==> src/rtl/messenger_rx_if.sv <==
// messenger_rx_if
// Document write port shared by messenger_rx and text_editor. A writer
// holds wr_req with a stable address/data until the arbiter answers
// with wr_gnt. The write completes on any cycle where both are 1.
//
// Signals:
//   wr_req   - write pending (writer -> arbiter)
//   wr_gnt   - grant         (arbiter -> writer)
//   doc_addr - {row[3:0], col[4:0]} document address
//   doc_data - character to store
interface messenger_rx_if;
   logic       wr_req;
   logic       wr_gnt;
   logic [8:0] doc_addr;
   logic [7:0] doc_data;

   // The receiver side that requests writes
   modport master (
      output wr_req,
      output doc_addr,
      output doc_data,
      input  wr_gnt
   );

   // The arbiter / document RAM side
   modport slave (
      input  wr_req,
      input  doc_addr,
      input  doc_data,
      output wr_gnt
   );
endinterface

==> src/rtl/messenger_rx.sv <==
// messenger_rx
// UART receiver that types into the on-screen document. Frames are
// 8N1 by default, or 8E1 when MESSENGER_RX_PARITY_EN is defined.
// Printable characters are written through the shared document write
// port at a cursor that walks a COLS x ROWS block layout. CR and BS
// move the cursor without writing.
//
// Ports:
//   clk        - system clock, rising edge
//   rst        - synchronous active-low reset
//   RsRx       - asynchronous serial input, idle high
//   clear      - one-cycle pulse, cursor back to 0 and pending write dropped
//   bus        - messenger_rx_if.master (wr_req, wr_gnt, doc_addr, doc_data)
//   frame_err  - sticky, stop bit sampled low
//   overrun    - sticky, byte completed while a write was still pending
//   parity_err - sticky, parity mismatch (constant 0 without MESSENGER_RX_PARITY_EN)
module messenger_rx #(
   parameter int CLK_HZ = 100000000,
   parameter int BAUD   = 9600,
   parameter int COLS   = 20,
   parameter int ROWS   = 15
) (
   input  logic          clk,
   input  logic          rst,
   input  logic          RsRx,
   input  logic          clear,
   messenger_rx_if.master bus,
   output logic          frame_err,
   output logic          overrun,
   output logic          parity_err
);

   localparam int DIV   = CLK_HZ / (BAUD * 16);
   localparam int DIV_W = (DIV > 1) ? $clog2(DIV) : 1;

`ifdef MESSENGER_RX_PARITY_EN
   typedef enum logic [2:0] {IDLE, START, DATA, PARITY, STOP, WAIT_HIGH} state_t;
`else
   typedef enum logic [2:0] {IDLE, START, DATA, STOP, WAIT_HIGH} state_t;
`endif

   state_t state, next_state;

   logic             rx_meta, rx_sync;
   logic [DIV_W-1:0] div_cnt;
   logic             tick;
   logic [3:0]       tick_cnt;
   logic [2:0]       bit_cnt;
   logic [7:0]       shift_reg;
   logic             sample, restart, accept, set_ferr, set_perr;
   logic             par_bad;
   logic             wr_req_q;
   logic [8:0]       doc_addr_q;
   logic [7:0]       doc_data_q;
   logic [3:0]       row;
   logic [4:0]       col;

   assign bus.wr_req   = wr_req_q;
   assign bus.doc_addr = doc_addr_q;
   assign bus.doc_data = doc_data_q;

   // Two-stage synchroniser for the asynchronous line. Both stages reset
   // to the idle-high level so reset never looks like a start bit.
   always_ff @(posedge clk) begin
      if (!rst) begin
         rx_meta <= 1'b1;
         rx_sync <= 1'b1;
      end else begin
         rx_meta <= RsRx;
         rx_sync <= rx_meta;
      end
   end

   // Free-running 16x oversample divider. A detected start edge pulls
   // the phase back to 0 so the bit centres line up with that edge.
   assign tick = (div_cnt == DIV_W'(DIV - 1));

   always_ff @(posedge clk) begin
      if (!rst || restart || tick) begin
         div_cnt <= '0;
      end else begin
         div_cnt <= div_cnt + 1'b1;
      end
   end

   // START waits half a bit (8 ticks) to reach the middle of the start
   // bit; every later state waits a full bit (16 ticks) from there.
   assign sample = tick && (tick_cnt == ((state == START) ? 4'd7 : 4'd15));

   // State register for the receive FSM.
   always_ff @(posedge clk) begin
      if (!rst) begin
         state <= IDLE;
      end else begin
         state <= next_state;
      end
   end

   // Next-state decode. accept/set_ferr/set_perr are single-cycle strobes
   // raised on the stop-bit sample and consumed by the blocks below.
   always_comb begin
      next_state = state;
      restart    = 1'b0;
      accept     = 1'b0;
      set_ferr   = 1'b0;
      set_perr   = 1'b0;
      case (state)
         IDLE: begin
            if (!rx_sync) begin
               next_state = START;
               restart    = 1'b1;
            end
         end
         START: begin
            if (sample) begin
               next_state = rx_sync ? IDLE : DATA;
            end
         end
         DATA: begin
            if (sample && (bit_cnt == 3'd7)) begin
`ifdef MESSENGER_RX_PARITY_EN
               next_state = PARITY;
`else
               next_state = STOP;
`endif
            end
         end
`ifdef MESSENGER_RX_PARITY_EN
         PARITY: begin
            if (sample) begin
               next_state = STOP;
            end
         end
`endif
         STOP: begin
            if (sample) begin
               if (!rx_sync) begin
                  set_ferr   = 1'b1;
                  next_state = WAIT_HIGH;
               end else if (par_bad) begin
                  set_perr   = 1'b1;
                  next_state = IDLE;
               end else begin
                  accept     = 1'b1;
                  next_state = IDLE;
               end
            end
         end
         WAIT_HIGH: begin
            if (rx_sync) begin
               next_state = IDLE;
            end
         end
         default: next_state = IDLE;
      endcase
   end

   // Bit timing and deserialisation. tick_cnt wraps 15->0 by itself in
   // the full-bit states; only the half-bit START wait needs a reload.
   always_ff @(posedge clk) begin
      if (!rst) begin
         tick_cnt  <= 4'd0;
         bit_cnt   <= 3'd0;
         shift_reg <= 8'd0;
      end else begin
         if (restart || (state == START && sample)) begin
            tick_cnt <= 4'd0;
         end else if (tick) begin
            tick_cnt <= tick_cnt + 4'd1;
         end
         if (restart) begin
            bit_cnt <= 3'd0;
         end else if (state == DATA && sample) begin
            shift_reg <= {rx_sync, shift_reg[7:1]};
            bit_cnt   <= bit_cnt + 3'd1;
         end
      end
   end

`ifdef MESSENGER_RX_PARITY_EN
   // Even parity: the parity bit must make the total count of ones even,
   // so it has to equal the XOR of the eight data bits.
   always_ff @(posedge clk) begin
      if (!rst) begin
         par_bad    <= 1'b0;
         parity_err <= 1'b0;
      end else begin
         if (state == PARITY && sample) begin
            par_bad <= rx_sync ^ (^shift_reg);
         end
         if (set_perr) begin
            parity_err <= 1'b1;
         end
      end
   end
`else
   assign par_bad    = 1'b0;
   assign parity_err = 1'b0;
`endif

   // Sticky frame error; only reset clears it.
   always_ff @(posedge clk) begin
      if (!rst) begin
         frame_err <= 1'b0;
      end else if (set_ferr) begin
         frame_err <= 1'b1;
      end
   end

   // Cursor and write-port handling. A pending write blocks every new
   // byte (including CR/BS) so the cursor cannot move under a latched
   // address. clear has top priority; a byte landing on the same cycle
   // as clear is dropped.
   always_ff @(posedge clk) begin
      if (!rst) begin
         wr_req_q   <= 1'b0;
         doc_addr_q <= 9'd0;
         doc_data_q <= 8'd0;
         row        <= 4'd0;
         col        <= 5'd0;
         overrun    <= 1'b0;
      end else begin
         if (accept && wr_req_q) begin
            overrun <= 1'b1;
         end
         if (clear) begin
            row      <= 4'd0;
            col      <= 5'd0;
            wr_req_q <= 1'b0;
         end else if (wr_req_q && bus.wr_gnt) begin
            wr_req_q <= 1'b0;
            if (col == 5'(COLS - 1)) begin
               col <= 5'd0;
               row <= (row == 4'(ROWS - 1)) ? 4'd0 : row + 4'd1;
            end else begin
               col <= col + 5'd1;
            end
         end else if (accept && !wr_req_q) begin
            if (shift_reg >= 8'h20 && shift_reg <= 8'h7E) begin
               doc_data_q <= shift_reg;
               doc_addr_q <= {row, col};
               wr_req_q   <= 1'b1;
            end else if (shift_reg == 8'h0D) begin
               col <= 5'd0;
               row <= (row == 4'(ROWS - 1)) ? 4'd0 : row + 4'd1;
            end else if (shift_reg == 8'h08) begin
               if (col != 5'd0) begin
                  col <= col - 5'd1;
               end else if (row != 4'd0) begin
                  row <= row - 4'd1;
                  col <= 5'(COLS - 1);
               end
            end
         end
      end
   end

endmodule
==> src/flat_wrapper.sv <==
// flat-port wrapper written by rule: the top's interface ports become plain ports
module messenger_rx_flat 
#(
   parameter int CLK_HZ = 100000000,
   parameter int BAUD   = 9600,
   parameter int COLS   = 20,
   parameter int ROWS   = 15
)
  (clk, rst, RsRx, clear, frame_err, overrun, parity_err, bus_wr_req, bus_doc_addr, bus_doc_data, bus_wr_gnt);
  messenger_rx_if bus_i ();
  input  logic clk;
  input  logic rst;
  input  logic RsRx;
  input  logic clear;
  output logic frame_err;
  output logic overrun;
  output logic parity_err;
  output wire logic [$bits(bus_i.wr_req)-1:0] bus_wr_req;
  output wire logic [$bits(bus_i.doc_addr)-1:0] bus_doc_addr;
  output wire logic [$bits(bus_i.doc_data)-1:0] bus_doc_data;
  input wire logic [$bits(bus_i.wr_gnt)-1:0] bus_wr_gnt;
  assign bus_wr_req = bus_i.wr_req;
  assign bus_doc_addr = bus_i.doc_addr;
  assign bus_doc_data = bus_i.doc_data;
  assign bus_i.wr_gnt = bus_wr_gnt;
  messenger_rx #(.CLK_HZ(CLK_HZ), .BAUD(BAUD), .COLS(COLS), .ROWS(ROWS)) u_core (.clk(clk), .rst(rst), .RsRx(RsRx), .clear(clear), .bus(bus_i), .frame_err(frame_err), .overrun(overrun), .parity_err(parity_err));
endmodule
==> config.mk <==
export PLATFORM = sky130hd
export DESIGN_NAME = messenger_rx_flat
export DESIGN_NICKNAME = d
export VERILOG_FILES = /design/src/rtl/messenger_rx_if.sv /design/src/rtl/messenger_rx.sv /design/src/flat_wrapper.sv
export SDC_FILE = /design/constraint.sdc
export NUM_CORES = 1
export LEC_CHECK = 0
export ABC_AREA = 1
export ABC_CLOCK_PERIOD_IN_PS = 1700
export CORE_MARGIN = 2
export CORE_UTILIZATION = 52
export CTS_CLUSTER_SIZE = 14
export DETAILED_ROUTE_END_ITERATION = 16
export PLACE_DENSITY = 0.83
export RECOVER_POWER = 50
export SYNTH_ARGS = -nofsm -noshare
export SYNTH_HDL_FRONTEND = slang
export SYNTH_SLANG_ARGS = --single-unit
==> constraint.sdc <==
create_clock -name clk -period 1.7 [get_ports clk]
set_clock_uncertainty 0.1 [all_clocks]
set_input_delay 0.34 -clock clk [delete_from_list [all_inputs] [get_ports clk]]
set_output_delay 0.34 -clock clk [all_outputs]
set_load 0.05 [all_outputs]
* Word level (Yosys, flattened, before mapping)
Cells that the tools add are included.
Storage, ports and cells: bits in registers 59, output and inout port bits 21, logic and storage cells 109
Cells by class: add/sub/neg operators 7, order comparisons 2, equal/unequal tests 19, mux-type cells 33, bitwise operators 4, reductions and logical operators 30
Operators with widths (count):
- 4-bit two-way mux | 10
- 5-bit two-way mux | 8
- 3-bit two-way mux | 6
- 8-bit by 4-bit == test with 1-bit output, second input constant | 2
- 3-bit case mux with 5 select lines | 1
- 10-bit by 1-bit adder with 10-bit output, second input constant | 1
- 10-bit == test, second input constant | 1
- 2-bit by 1-bit != test with 1-bit output, second input constant | 5
- 4-bit by 1-bit adder with 4-bit output, second input constant | 2
- 8-bit by 6-bit >= comparator with 1-bit output, second input constant | 1
- 8-bit by 7-bit <= comparator with 1-bit output, second input constant | 1
- 1-bit logical AND | 8
- 4-bit AND reduction | 2
- 4-bit nonzero test | 2
- 1-bit two-way mux | 7
- 3-bit by 2-bit == test with 1-bit output, second input constant | 2
- 3-bit == test, second input constant | 2
- 6-bit AND reduction | 1
- 3-bit nonzero test | 2
- 2-bit OR reduction | 3
- 5-bit by 1-bit adder with 5-bit output, second input constant | 1
- 5-bit == test, second input constant | 1
- 5-bit AND reduction | 1
- 5-bit nonzero test | 1
- 16 further kinds | 24

* Depth between registers and ports, before layout
Gate-level depths: netlist of run 1.
depth after elaboration 9, mapped depth 13, depth with buffers taken out 12

* Worst setup path before layout of run 1
No wires, ideal clock.
kind register to register, start register u_core.wr_req_q, in the netlist u_core.bus.wr_req, end register u_core.row[2], library setup time 0.115 ns, data arrival time 1.673 ns, data required time 1.485 ns, slack -0.188 ns, stages on the path, launching flop included 10, path buffers 0, period minus slack after synthesis 1.888 ns, path through dfxtp_1 -> nand2_1 -> inv_1 -> a21oi_1 -> nand2_1 -> nand2_1 -> nor2_2 -> nand3_1 -> nand2_1 -> nor2_1
Between the ends: cells in the longest elaborated chain, start to end 4
Ends and longest elaborated chain:
- start, declared | line messenger_rx.sv:52 | logic wr_req_q;
- start signal, assigned | line messenger_rx.sv:216 | wr_req_q <= 1'b0;
- start signal, assigned | line messenger_rx.sv:229 | wr_req_q <= 1'b0;
- start signal, assigned | line messenger_rx.sv:231 | wr_req_q <= 1'b0;
- 1-bit logical NOT | line messenger_rx.sv:238 | end else if (accept && !wr_req_q) begin
- 1-bit logical AND | line messenger_rx.sv:238
- 2-bit nonzero test (no line)
- 6-bit AND reduction (no line)
- end signal, assigned | line messenger_rx.sv:234 | row <= (row == 4'(ROWS - 1)) ? 4'd0 : row + 4'd1;
- end signal, assigned | line messenger_rx.sv:245 | row <= (row == 4'(ROWS - 1)) ? 4'd0 : row + 4'd1;
- end signal, assigned | line messenger_rx.sv:250 | row <= row - 4'd1;
- end, declared | line messenger_rx.sv:55 | logic [3:0] row;
Several ways; a longest one is shown, not always the timed one. A chain may end at the register's enable or synchronous reset.

* Worst setup path in the final report of run 1
start register u_core.div_cnt[3], end register u_core.col[1]
Between the ends: cells in the longest elaborated chain, start to end 7
Ends and longest elaborated chain:
- start, declared | line messenger_rx.sv:45 | logic [DIV_W-1:0] div_cnt;
- start signal, assigned | line messenger_rx.sv:82 | div_cnt <= div_cnt + 1'b1;
- 10-bit == test | line messenger_rx.sv:76 | assign tick = (div_cnt == DIV_W'(DIV - 1));
- 1-bit logical AND | line messenger_rx.sv:88 | assign sample = tick && (tick_cnt == ((state == START) ? 4'd7 : 4'd15));
- 1-bit two-way mux | line messenger_rx.sv:136 | if (sample) begin
- 1-bit two-way mux | line messenger_rx.sv:107 | case (state)
- 1-bit logical AND | line messenger_rx.sv:238
- 2-bit nonzero test (no line)
- 4-bit AND reduction (no line)
- end signal, assigned | line messenger_rx.sv:236 | col <= col + 5'd1;
- end signal, assigned | line messenger_rx.sv:248 | col <= col - 5'd1;
- end signal, assigned | line messenger_rx.sv:251 | col <= 5'(COLS - 1);
- end, declared | line messenger_rx.sv:56 | logic [4:0] col;
No other way between the ends.

==> impl_metrics.json, run 1 <==
{
  "routed-via-count": 3317,
  "critPathBufInv": 3,
  "yosysWarnings": 0,
  "die_w_um": 80.10,
  "synth_largest_area_cell": "dfxtp_1",
  "core_um2": 5540,
  "grt-ovfl-total": 0,
  "criticalPathCategory": "flip-flop to flip-flop",
  "cts-root-buf": "clkbuf_8",
  "ios": 26,
  "synth-seq-cells": 59,
  "switching_share_pct": 22.27,
  "antenna_found_initial": 0,
  "synth_most_common_cell": "nand2_1",
  "postSynthCellCount": 437,
  "hold_viol_final": 0,
  "grt_first_pass_wirelength_um": 12700,
  "top_register": "u_core.div_cnt",
  "grt_start_max_net_pins": 25,
  "netlist_top_cells_count": "nand2_1 (100), nor2_1 (63), dfxtp_1 (59), inv_1 (52), a21oi_1 (38)",
  "die_area_um2": 6416,
  "synth_top_area_share_pct": 39.22,
  "reg2reg_depth": 11,
  "dp_cells": 566,
  "crit_slowest_cell": "dfxtp_1",
  "max_stage_delay_ns": 0.34,
  "grt_pass1_vias": 2912,
  "utilization_pct": 78.50,
  "syn_avg_cell_area_um2": 6.892,
  "drt-vias-per-instance": 5.575,
  "max_cap_violations": 0,
  "setup_ws_ns": -0.2589,
  "cp_data_arrival_time_ns": 2.09,
  "path_delay_family": "simple AND/OR/NAND/NOR gates",
  "timing.hold.ws_ns": 0.3517,
  "hpwl_um": 4896,
  "synth_flop_cell": "dfxtp_1",
  "placed_area_um2": 3598,
  "drt_iter0_markers": 209,
  "holdPathStages": 1,
  "clock_path_buffers": 2,
  "instances_no_fill": 595,
  "die_h_um": 80.10,
  "gp_congestion": 0.9002,
  "firstDrtPassIters": 5,
  "setup_viol": 51,
  "syn_nets": 454,
  "nNetsFinal": 535,
  "pwr-share-seq_pct": 44.8,
  "drive_gt1_share_pct": 34.80,
  "clk_pin_slew_worst_paths_ns": 0.07,
  "syn2layout_area_growth_pct": 44.41,
  "synth.distinct_cells": 32,
  "portBuffers": 24,
  "worstSkewPairLatency_ns": 0.34,
  "wirelength_um": 9442,
  "r2r-start": "u_core.div_cnt[3]",
  "numCtsBuffers": 9,
  "worstHoldStart": "u_core.rx_meta",
  "r2r-end": "u_core.col[1]",
  "power_frac_clock_pct": 49.5,
  "p_switching_uw": 704.2,
  "period_needed_ns": 1.959,
  "endpoint_kind": "flip-flop",
  "p_comb_share_pct": 5.7,
  "ant_nets": 0,
  "routedWlPerCell_um": 15.87,
  "finalCritPeriodShare_pct": 115.2,
  "synth-edff-count": 0,
  "yosys-top-cells-area": "dfxtp_1 (39%), nand2_1 (12%), nor2_1 (7.9%)",
  "outcome": "finished, violations left",
  "final_area_um2": 4349,
  "cts_max_level": 3,
  "fmax_mhz": 510.5,
  "cts_hold_buf": 0,
  "drc": 0,
  "startpoint_type": "flip-flop",
  "diodes": 0,
  "p_leak_nw": 1.945,
  "power_density_nw_per_um2": 726.9,
  "clock_sinks": 59,
  "whs_endpoint": "u_core.rx_sync",
  "peakVddDrop_v": 0.0005082,
  "fp-row-count": 27,
  "internal-power_mw": 2.457,
  "violations": "negative setup slack",
  "ys_async_sr_fraction_pct": 0,
  "r2r_slack_ns": -0.26,
  "grt_use_total_pct": 25.24,
  "slew_violations": 0,
  "start_util_pct": 54.36,
  "rsz0062_at_grt": "true",
  "holdCritPathClass": "flip-flop to flip-flop",
  "crit_fanout": 4,
  "crit_path_cell_trace": "inv_1 > nor2_2 > nand4_4 > nor2_4 > nand3_4 > buf_6 > nand2_8 > clkbuf_16 > nand3_2 > nand2_1 > nor2_1",
  "synth_area_um2": 3012,
  "yosysSeqAreaShare_pct": 39.22,
  "worstPathRequired_ns": 1.83,
  "cts_tree": "built",
  "largest_reg_flops": 10
}
power groups by stage:
stage / Sequential, mW / Clock, mW / Combinational, mW
2_1_floorplan: 1.44 / 0 / 0.0784
3_3_place_gp: 1.44 / 0 / 0.135
3_5_place_dp: 1.44 / 0 / 0.139
4_1_cts: 1.41 / 1.55 / 0.147
5_1_grt: 1.42 / 1.63 / 0.203
6_report: 1.42 / 1.56 / 0.182
area by class of cell:
cell class                 count  area (um2)
clock buffer                  13       178.9
clock inverter                 3       67.56
fill                         332        1191
inverter                      57       219.0
multi-input combinational    309        1859
sequential                    59        1184
tap                           72       90.09
timing repair buffer          82       750.7
worst reg2reg max path: stages (launching register included):
cell and delay [ns]:
dfxtp_1 0.34, inv_1 0.11, nor2_2 0.24, nand4_4 0.15, nor2_4 0.19, nand3_4 0.11, buf_6 0.15, nand2_8 0.09
clkbuf_16 0.14, nand3_2 0.07, nand2_1 0.11, nor2_1 0.04
routing by layer:
layer,GRT usage [%],up-vias,wire (um)
met1,29.82,1568,3759
li1,-,1547,-
met3,4.045,45,555
met2,44.67,157,4750
met4,11.36,0,376
met5,0,-,0
cell usage in the layout, fill, tap and decap left out, types with 3 or more instances in the layout:
| master | Yosys | layout |
|---|---|---|
| buf_12 | 0 | 3 |
| inv_2 | 4 | 6 |
| clkdlybuf4s50_1 | 0 | 4 |
| a21oi_2 | 0 | 10 |
| nand3_2 | 2 | 9 |
| xor2_1 | 5 | 5 |
| or2_2 | 6 | 6 |
| o21ai_0 | 19 | 12 |
| dfxtp_1 | 59 | 57 |
| nor2_2 | 3 | 8 |
| nand2_1 | 100 | 75 |
| nor2_1 | 63 | 55 |
| clkbuf_8 | 0 | 13 |
| nand2_4 | 0 | 8 |
| buf_4 | 1 | 53 |
| o21ai_2 | 0 | 4 |
| xnor2_1 | 3 | 3 |
| clkbuf_2 | 0 | 10 |
| nor2_4 | 2 | 5 |
| buf_6 | 3 | 6 |
| nor3_1 | 7 | 6 |
| inv_1 | 52 | 48 |
| clkbuf_16 | 0 | 3 |
| a21oi_1 | 38 | 28 |
| nand4_1 | 5 | 5 |
| nand2_2 | 3 | 18 |
| ha_1 | 12 | 11 |
| nand3_1 | 29 | 20 |
cell families (layout without fill, tap and decap cells):
group / Yosys count / count (layout) / synth area share, %
AND/OR/NAND/NOR: 226 / 226 / 33.11
buffers and inverters: 69 / 155 / 9.597
AO/OA/AOI/OAI: 62 / 62 / 10.64
flip-flops: 59 / 59 / 39.22
adder cells (fa/ha/maj): 12 / 12 / 4.985
XOR/XNOR: 8 / 8 / 2.327
other: 1 / 1 / 0.1245
how the worst max path moves through the flow:
stage                              from                endpoint  slack, ns  cells past startpoint
finish                u_core.div_cnt[3]           u_core.col[1]      -0.26                     11
global route        u_core.shift_reg[7]           u_core.col[4]      -0.36                      9
CTS                   u_core.div_cnt[0]           u_core.col[0]      -0.06                     13
detailed placement           bus_wr_gnt           u_core.row[2]      -0.22                      9
global placement             bus_wr_gnt           u_core.row[2]      -0.19                     10
floorplan             u_core.div_cnt[0]  u_core.bus.doc_addr[0]      0.004                     12
what timing repair did:
action	CTS	global route
endpoints found under the setup margin	38	57
gates resized for setup	22	80
endpoints found under the hold margin	0	0
gates cloned	2	4
pin swaps	1	23
buffers inserted	6	3
through the flow:
step | setup WS [ns] | setup TNS [ns] | power [mW]
after floorplan | 0.003788 | 0 | 1.518
after global placement | -0.1924 | -3.960 | 1.576
after detailed placement | -0.2193 | -4.971 | 1.580
after CTS | -0.05947 | -1.299 | 3.113
after global routing | -0.3565 | -11.97 | 3.245
final | -0.2589 | -7.153 | 3.161
(Power assumes the default switching activity.)
==> run 2: changes to the inputs <==
--- a/config.mk
+++ b/config.mk
@@ -11,7 +11,7 @@
 export CORE_UTILIZATION = 52
 export CTS_CLUSTER_SIZE = 14
 export DETAILED_ROUTE_END_ITERATION = 16
-export PLACE_DENSITY = 0.83
+export PLACE_DENSITY = 0.73
 export RECOVER_POWER = 50
 export SYNTH_ARGS = -nofsm -noshare
 export SYNTH_HDL_FRONTEND = slang
==> impl_metrics.json, run 2 (synthesized netlist as in run 1, its figures left out) <==
{
  "instances_no_fill": 584,
  "criticalPathCategory": "flip-flop to flip-flop",
  "grt_pass1_vias": 2694,
  "firstDrtPassIters": 4,
  "slew_violations": 0,
  "cpMostUsedCell": "nor2_4",
  "ant_nets": 0,
  "grt_use_total_pct": 22.67,
  "r2r_slack_ns": -0.08,
  "r2r-start": "u_core.div_cnt[0]",
  "final_cell_mix": "nand2_1 (93), nor2_1 (56), dfxtp_1 (54)",
  "fp-row-count": 27,
  "wirelength_um": 6872,
  "ios": 26,
  "cts_max_level": 3,
  "routedWlPerCell_um": 11.77,
  "syn2layout_area_growth_pct": 31.28,
  "drt_iter0_markers": 106,
  "diodes": 0,
  "rsz0062_at_grt": "true",
  "finalCritPeriodShare_pct": 104.6,
  "max_cap_violations": 0,
  "holdPathStages": 1,
  "hpwl_um": 4704,
  "crit_slowest_cell": "dfxtp_2",
  "endpoint_kind": "flip-flop",
  "path_delay_family": "simple AND/OR/NAND/NOR gates",
  "max_stage_delay_ns": 0.33,
  "largest_reg_flops": 10,
  "drive_gt1_share_pct": 26.56,
  "clock_sinks": 59,
  "grt_first_pass_wirelength_um": 11420,
  "setup_viol": 25,
  "fmax_mhz": 562.3,
  "power_density_nw_per_um2": 782.9,
  "final_common_cell": "nand2_1",
  "nNetsFinal": 524,
  "worst-path-stages": 12,
  "portBuffers": 24,
  "holdCritPathClass": "flip-flop to flip-flop",
  "grt_start_max_net_pins": 25,
  "crit_path_cell_trace": "inv_2 > ha_4 > nand2_4 > nor2_4 > nand4_4 > nor2_4 > nand3_2 > nand2_2 > buf_12 > nand3_1 > nand2_1 > nor2_1",
  "die_area_um2": 6416,
  "routed-via-count": 2923,
  "die_h_um": 80.10,
  "dp_cells": 565,
  "start_util_pct": 54.36,
  "core_um2": 5540,
  "worstSkewPairLatency_ns": 0.34,
  "critPathBufInv": 2,
  "utilization_pct": 71.36,
  "clk_pin_slew_worst_paths_ns": 0.07,
  "antenna_found_initial": 0,
  "worstPathRequired_ns": 1.83,
  "clock_path_buffers": 2,
  "gp_congestion": 0.9486,
  "period_needed_ns": 1.778,
  "startpoint_type": "flip-flop",
  "peakVddDrop_v": 0.0005594,
  "setup.worst_path.start": "u_core.div_cnt[0]",
  "r2r-end": "u_core.col[1]",
  "grt-ovfl-total": 0,
  "drc": 0,
  "cts_hold_buf": 0,
  "cp_data_arrival_time_ns": 1.90,
  "die_w_um": 80.10,
  "top_register": "u_core.div_cnt",
  "setup_ws_ns": -0.07830,
  "drt-vias-per-instance": 5.005,
  "crit_fanout": 18,
  "cts_tree": "built",
  "numCtsBuffers": 9,
  "reg2reg_depth": 12,
  "endpoint": "u_core.col[1]",
  "outcome": "finished, violations left",
  "p_leak_nw": 1.842,
  "cts-root-buf": "clkbuf_8",
  "violations": "negative setup slack",
  "hold_viol_final": 0
}
-- run 2: changes by cell type in the layout (fill, tap and decap cells not counted), sizes merged --
cell    previous run  this run
clkbuf            26        27
buf               65        53
-- run 2: cell type report --
type	instances	area, um2
multi-input combinational	309	1660
sequential	59	1187
inverter	57	214.0
clock buffer	13	178.9
fill	451	1587
tap	72	90.09
timing repair buffer	71	555.5
clock inverter	3	67.56
-- run 2: power by group --
group          leakage (nW)  switching (mW)  internal, mW
Combinational          1.24          0.0815        0.0623
Clock                 0.122           0.552         0.986
Sequential            0.478          0.0168          1.40
-- run 2: layer usage --
layer / vias up / routed length [um] / track usage [%]
li1: 1526 / - / -
met1: 1323 / 3282 / 28.19
met2: 58 / 3210 / 37.00
met3: 16 / 236 / 4.494
met4: 0 / 143 / 11.86
met5: - / 0 / 0
-- run 2: what timing repair did --
action,CTS,global route
pin swaps,1,9
endpoints found under the setup margin,39,44
gates resized for setup,19,23
buffers inserted,1,2
-- run 2: worst reg2reg max path, cell delays in order (launching register included) --
cell	delay (ns)
dfxtp_2	0.33
inv_2	0.06
ha_4	0.13
nand2_4	0.05
nor2_4	0.15
nand4_4	0.10
nor2_4	0.15
nand3_2	0.10
nand2_2	0.09
buf_12	0.15
nand3_1	0.11
nand2_1	0.09
nor2_1	0.05
-- run 2: per-stage QoR --
stage	total power [mW]	hold slack, ns	area (um2)	setup TNS [ns]	setup WS, ns
floorplan	1.518	0.2925	3020	0	0.003788
global placement	1.573	0.2952	3591	-4.029	-0.1874
detailed placement	1.576	0.3031	3591	-4.732	-0.2446
CTS	3.124	0.3362	3910	-0.1460	-0.02253
global route	3.196	0.3664	3954	-5.704	-0.1870
finish	3.095	0.3408	3954	-0.8038	-0.07830
-- run 2: worst min path at each step --
stage / start / endpoint
after floorplan: u_core.rx_meta / u_core.rx_sync
after CTS: u_core.rx_meta / u_core.rx_sync
after global placement: u_core.rx_meta / u_core.rx_sync
after global routing: u_core.rx_meta / u_core.rx_sync
final: u_core.rx_meta / u_core.rx_sync
after detailed placement: u_core.rx_meta / u_core.rx_sync
==> run 3: changes to the inputs <==
--- a/config.mk
+++ b/config.mk
@@ -5,12 +5,13 @@
 export SDC_FILE = /design/constraint.sdc
 export NUM_CORES = 1
 export LEC_CHECK = 0
-export ABC_AREA = 1
+export ABC_AREA = 0
 export ABC_CLOCK_PERIOD_IN_PS = 1700
 export CORE_MARGIN = 2
 export CORE_UTILIZATION = 52
 export CTS_CLUSTER_SIZE = 14
 export DETAILED_ROUTE_END_ITERATION = 16
+export GPL_ROUTABILITY_DRIVEN = 0
 export PLACE_DENSITY = 0.73
 export RECOVER_POWER = 50
 export SYNTH_ARGS = -nofsm -noshare
==> impl_metrics.json, run 3 <==
{
  "p_switching_uw": 601.1,
  "grt_pass1_vias": 2647,
  "postSynthCellCount": 333,
  "grt_first_pass_wirelength_um": 12290,
  "utilization_pct": 76.84,
  "die_h_um": 80.80,
  "pwr-share-seq_pct": 52.6,
  "hpwl_um": 5091,
  "cts-root-buf": "clkbuf_8",
  "nNetsFinal": 449,
  "synth_area_um2": 3067,
  "clock_sinks": 59,
  "start_util_pct": 54.69,
  "clock_path_buffers": 2,
  "grt-ovfl-total": 0,
  "drt_iter0_markers": 124,
  "synth_top_area_share_pct": 38.51,
  "outcome": "finished, violations left",
  "endpoint_kind": "flip-flop",
  "rsz0062_at_grt": "true",
  "drive_gt1_share_pct": 37.30,
  "grt_start_max_net_pins": 18,
  "routed-via-count": 2729,
  "die_area_um2": 6528,
  "cp_data_arrival_time_ns": 2.13,
  "ys_async_sr_fraction_pct": 0,
  "max_cap_violations": 0,
  "fill_cells": 387,
  "holdPathStages": 1,
  "die_w_um": 80.80,
  "cts_max_level": 3,
  "final_cell_mix": "buf_4 (73), dfxtp_1 (48), mux2i_1 (34)",
  "cts_hold_buf": 0,
  "synth_most_common_cell": "dfxtp_1",
  "core_um2": 5608,
  "drc": 0,
  "syn2layout_area_growth_pct": 40.51,
  "clk_pin_slew_worst_paths_ns": 0.07,
  "worstPathRequired_ns": 1.82,
  "internal-power_mw": 2.053,
  "crit_fanout": 4,
  "antenna_found_initial": 0,
  "synth-seq-cells": 59,
  "synth-edff-count": 0,
  "cts_tree": "built",
  "yosysWarnings": 0,
  "routedWlPerCell_um": 14.75,
  "drt-vias-per-instance": 5.361,
  "final_common_cell": "buf_4",
  "fmax_mhz": 499.4,
  "portBuffers": 24,
  "top_register": "u_core.div_cnt",
  "startpoint_type": "flip-flop",
  "holdCritPathClass": "flip-flop to flip-flop",
  "power_frac_clock_pct": 43.0,
  "diodes": 0,
  "period_needed_ns": 2.002,
  "synth_flop_cell": "dfxtp_1",
  "setup_ws_ns": -0.3024,
  "yosys-top-cells-area": "dfxtp_1 (39%), mux2i_1 (11%), nor2b_1 (5.5%)",
  "grt_use_total_pct": 24.88,
  "p_comb_share_pct": 4.5,
  "ant_nets": 0,
  "fp-row-count": 27,
  "switching_share_pct": 22.65,
  "largest_reg_flops": 10,
  "synth_largest_area_cell": "dfxtp_1",
  "power_density_nw_per_um2": 615.9,
  "yosysSeqAreaShare_pct": 38.51,
  "wirelength_um": 7509,
  "fin_tns_setup_ns": -5.095,
  "violations": "negative setup slack",
  "peakVddDrop_v": 0.0004916,
  "firstDrtPassIters": 4,
  "criticalPathCategory": "flip-flop to flip-flop",
  "syn_avg_cell_area_um2": 9.209,
  "p_leak_nw": 2.046,
  "finalCritPeriodShare_pct": 117.8,
  "slew_violations": 0,
  "synth.distinct_cells": 55,
  "netlist_top_cells_count": "dfxtp_1 (59), mux2i_1 (35), nor2_1 (28), nor2b_1 (27), nand2_1 (21)",
  "ios": 26,
  "hold_viol_final": 0,
  "syn_nets": 350,
  "worstSkewPairLatency_ns": 0.35,
  "reg2reg_depth": 5,
  "setup_viol": 43,
  "numCtsBuffers": 9
}
## run 3: changes by cell type after synthesis, moves of 5 or more
cell      previous run  this run
a21oi_1             38         8
and3_1               0         7
clkbuf_1             5        10
inv_1               52         7
mux2i_1              0        35
nand2_1            100        21
nand2b_1             0        10
nand3_1             29        13
nor2_1              63        28
nor2b_1              0        27
nor4b_1              0         5
o21ai_0             19         8
or2_2                6         1
## run 3: power groups by stage
stage,Combinational [mW],Sequential [mW],Clock (mW)
4_1_cts,0.117,1.39,1.16
5_1_grt,0.130,1.39,1.22
6_report,0.119,1.39,1.14
3_3_place_gp,0.112,1.43,0
2_1_floorplan,0.0595,1.43,0
3_5_place_dp,0.115,1.43,0
## run 3: metrics by stage
stage          total power, mW  cells  hold WS [ns]  setup WS [ns]  instance area, um2
2_1_floorplan            1.489    333        0.2863        -0.2355                3133
3_3_place_gp             1.538    487        0.2907        -0.2911                3897
3_5_place_dp             1.542    487        0.3148        -0.3364                3897
4_1_cts                  2.673    505        0.3302        -0.2778                4229
5_1_grt                  2.742    509        0.3443        -0.3789                4309
6_report                 2.654    509        0.3202        -0.3024                4309
## run 3: cell type report
type | count | area [um2] | share of cell area (%)
Sequential cell | 59 | 1200 | 27.85
Inverter | 7 | 26.28 | 0.6098
Clock inverter | 2 | 10.01 | 0.2323
Timing Repair Buffer | 105 | 823.3 | 19.11
Tap cell | 72 | 90.09 | 2.091
Multi-Input combinational cell | 250 | 1997 | 46.34
Clock buffer | 14 | 162.7 | 3.775
## run 3: cells by family (layout without fill, tap and decap cells)
logic type	Yosys count	in the layout	share of synthesized area, %
mux	36	36	11.79
other cells	1	1	0.1223
xor+xnor	13	13	3.713
fa+ha+maj	12	12	4.896
buf+inv	24	128	3.672
flops	59	59	38.51
compound gates	44	44	10.12
simple gates	144	144	27.17
## run 3: critical path, cell delays in order (launching register included)
cell and delay, ns:
dfxtp_2 0.32, or4b_4 0.57, nor4_4 0.17, nand4_1 0.16, a221o_2 0.43, mux2i_1 0.13
## run 3: final timing paths
kind	slack, ns	startpoint	endpoint
worst max register to register	-0.30	u_core.shift_reg[1]	u_core.row[3]
worst max-delay path	-0.30	u_core.shift_reg[1]	u_core.row[3]
worst min-delay path	0.32	u_core.rx_meta	u_core.rx_sync
worst min register to register	0.32	u_core.rx_meta	u_core.rx_sync
## run 3: timing repair
item,4_1_cts,5_1_grt
pin swaps,14,15
buffers inserted,3,6
resized for setup,33,26
setup endpoints to repair,45,55
## run 3: metal layers
layer | part of all wire, % | global-route usage, %
met4 | 2.0 | 12.20
met5 | 0 | 0
met2 | 49 | 41.33
met1 | 45 | 30.47
met3 | 3.5 | 5.667
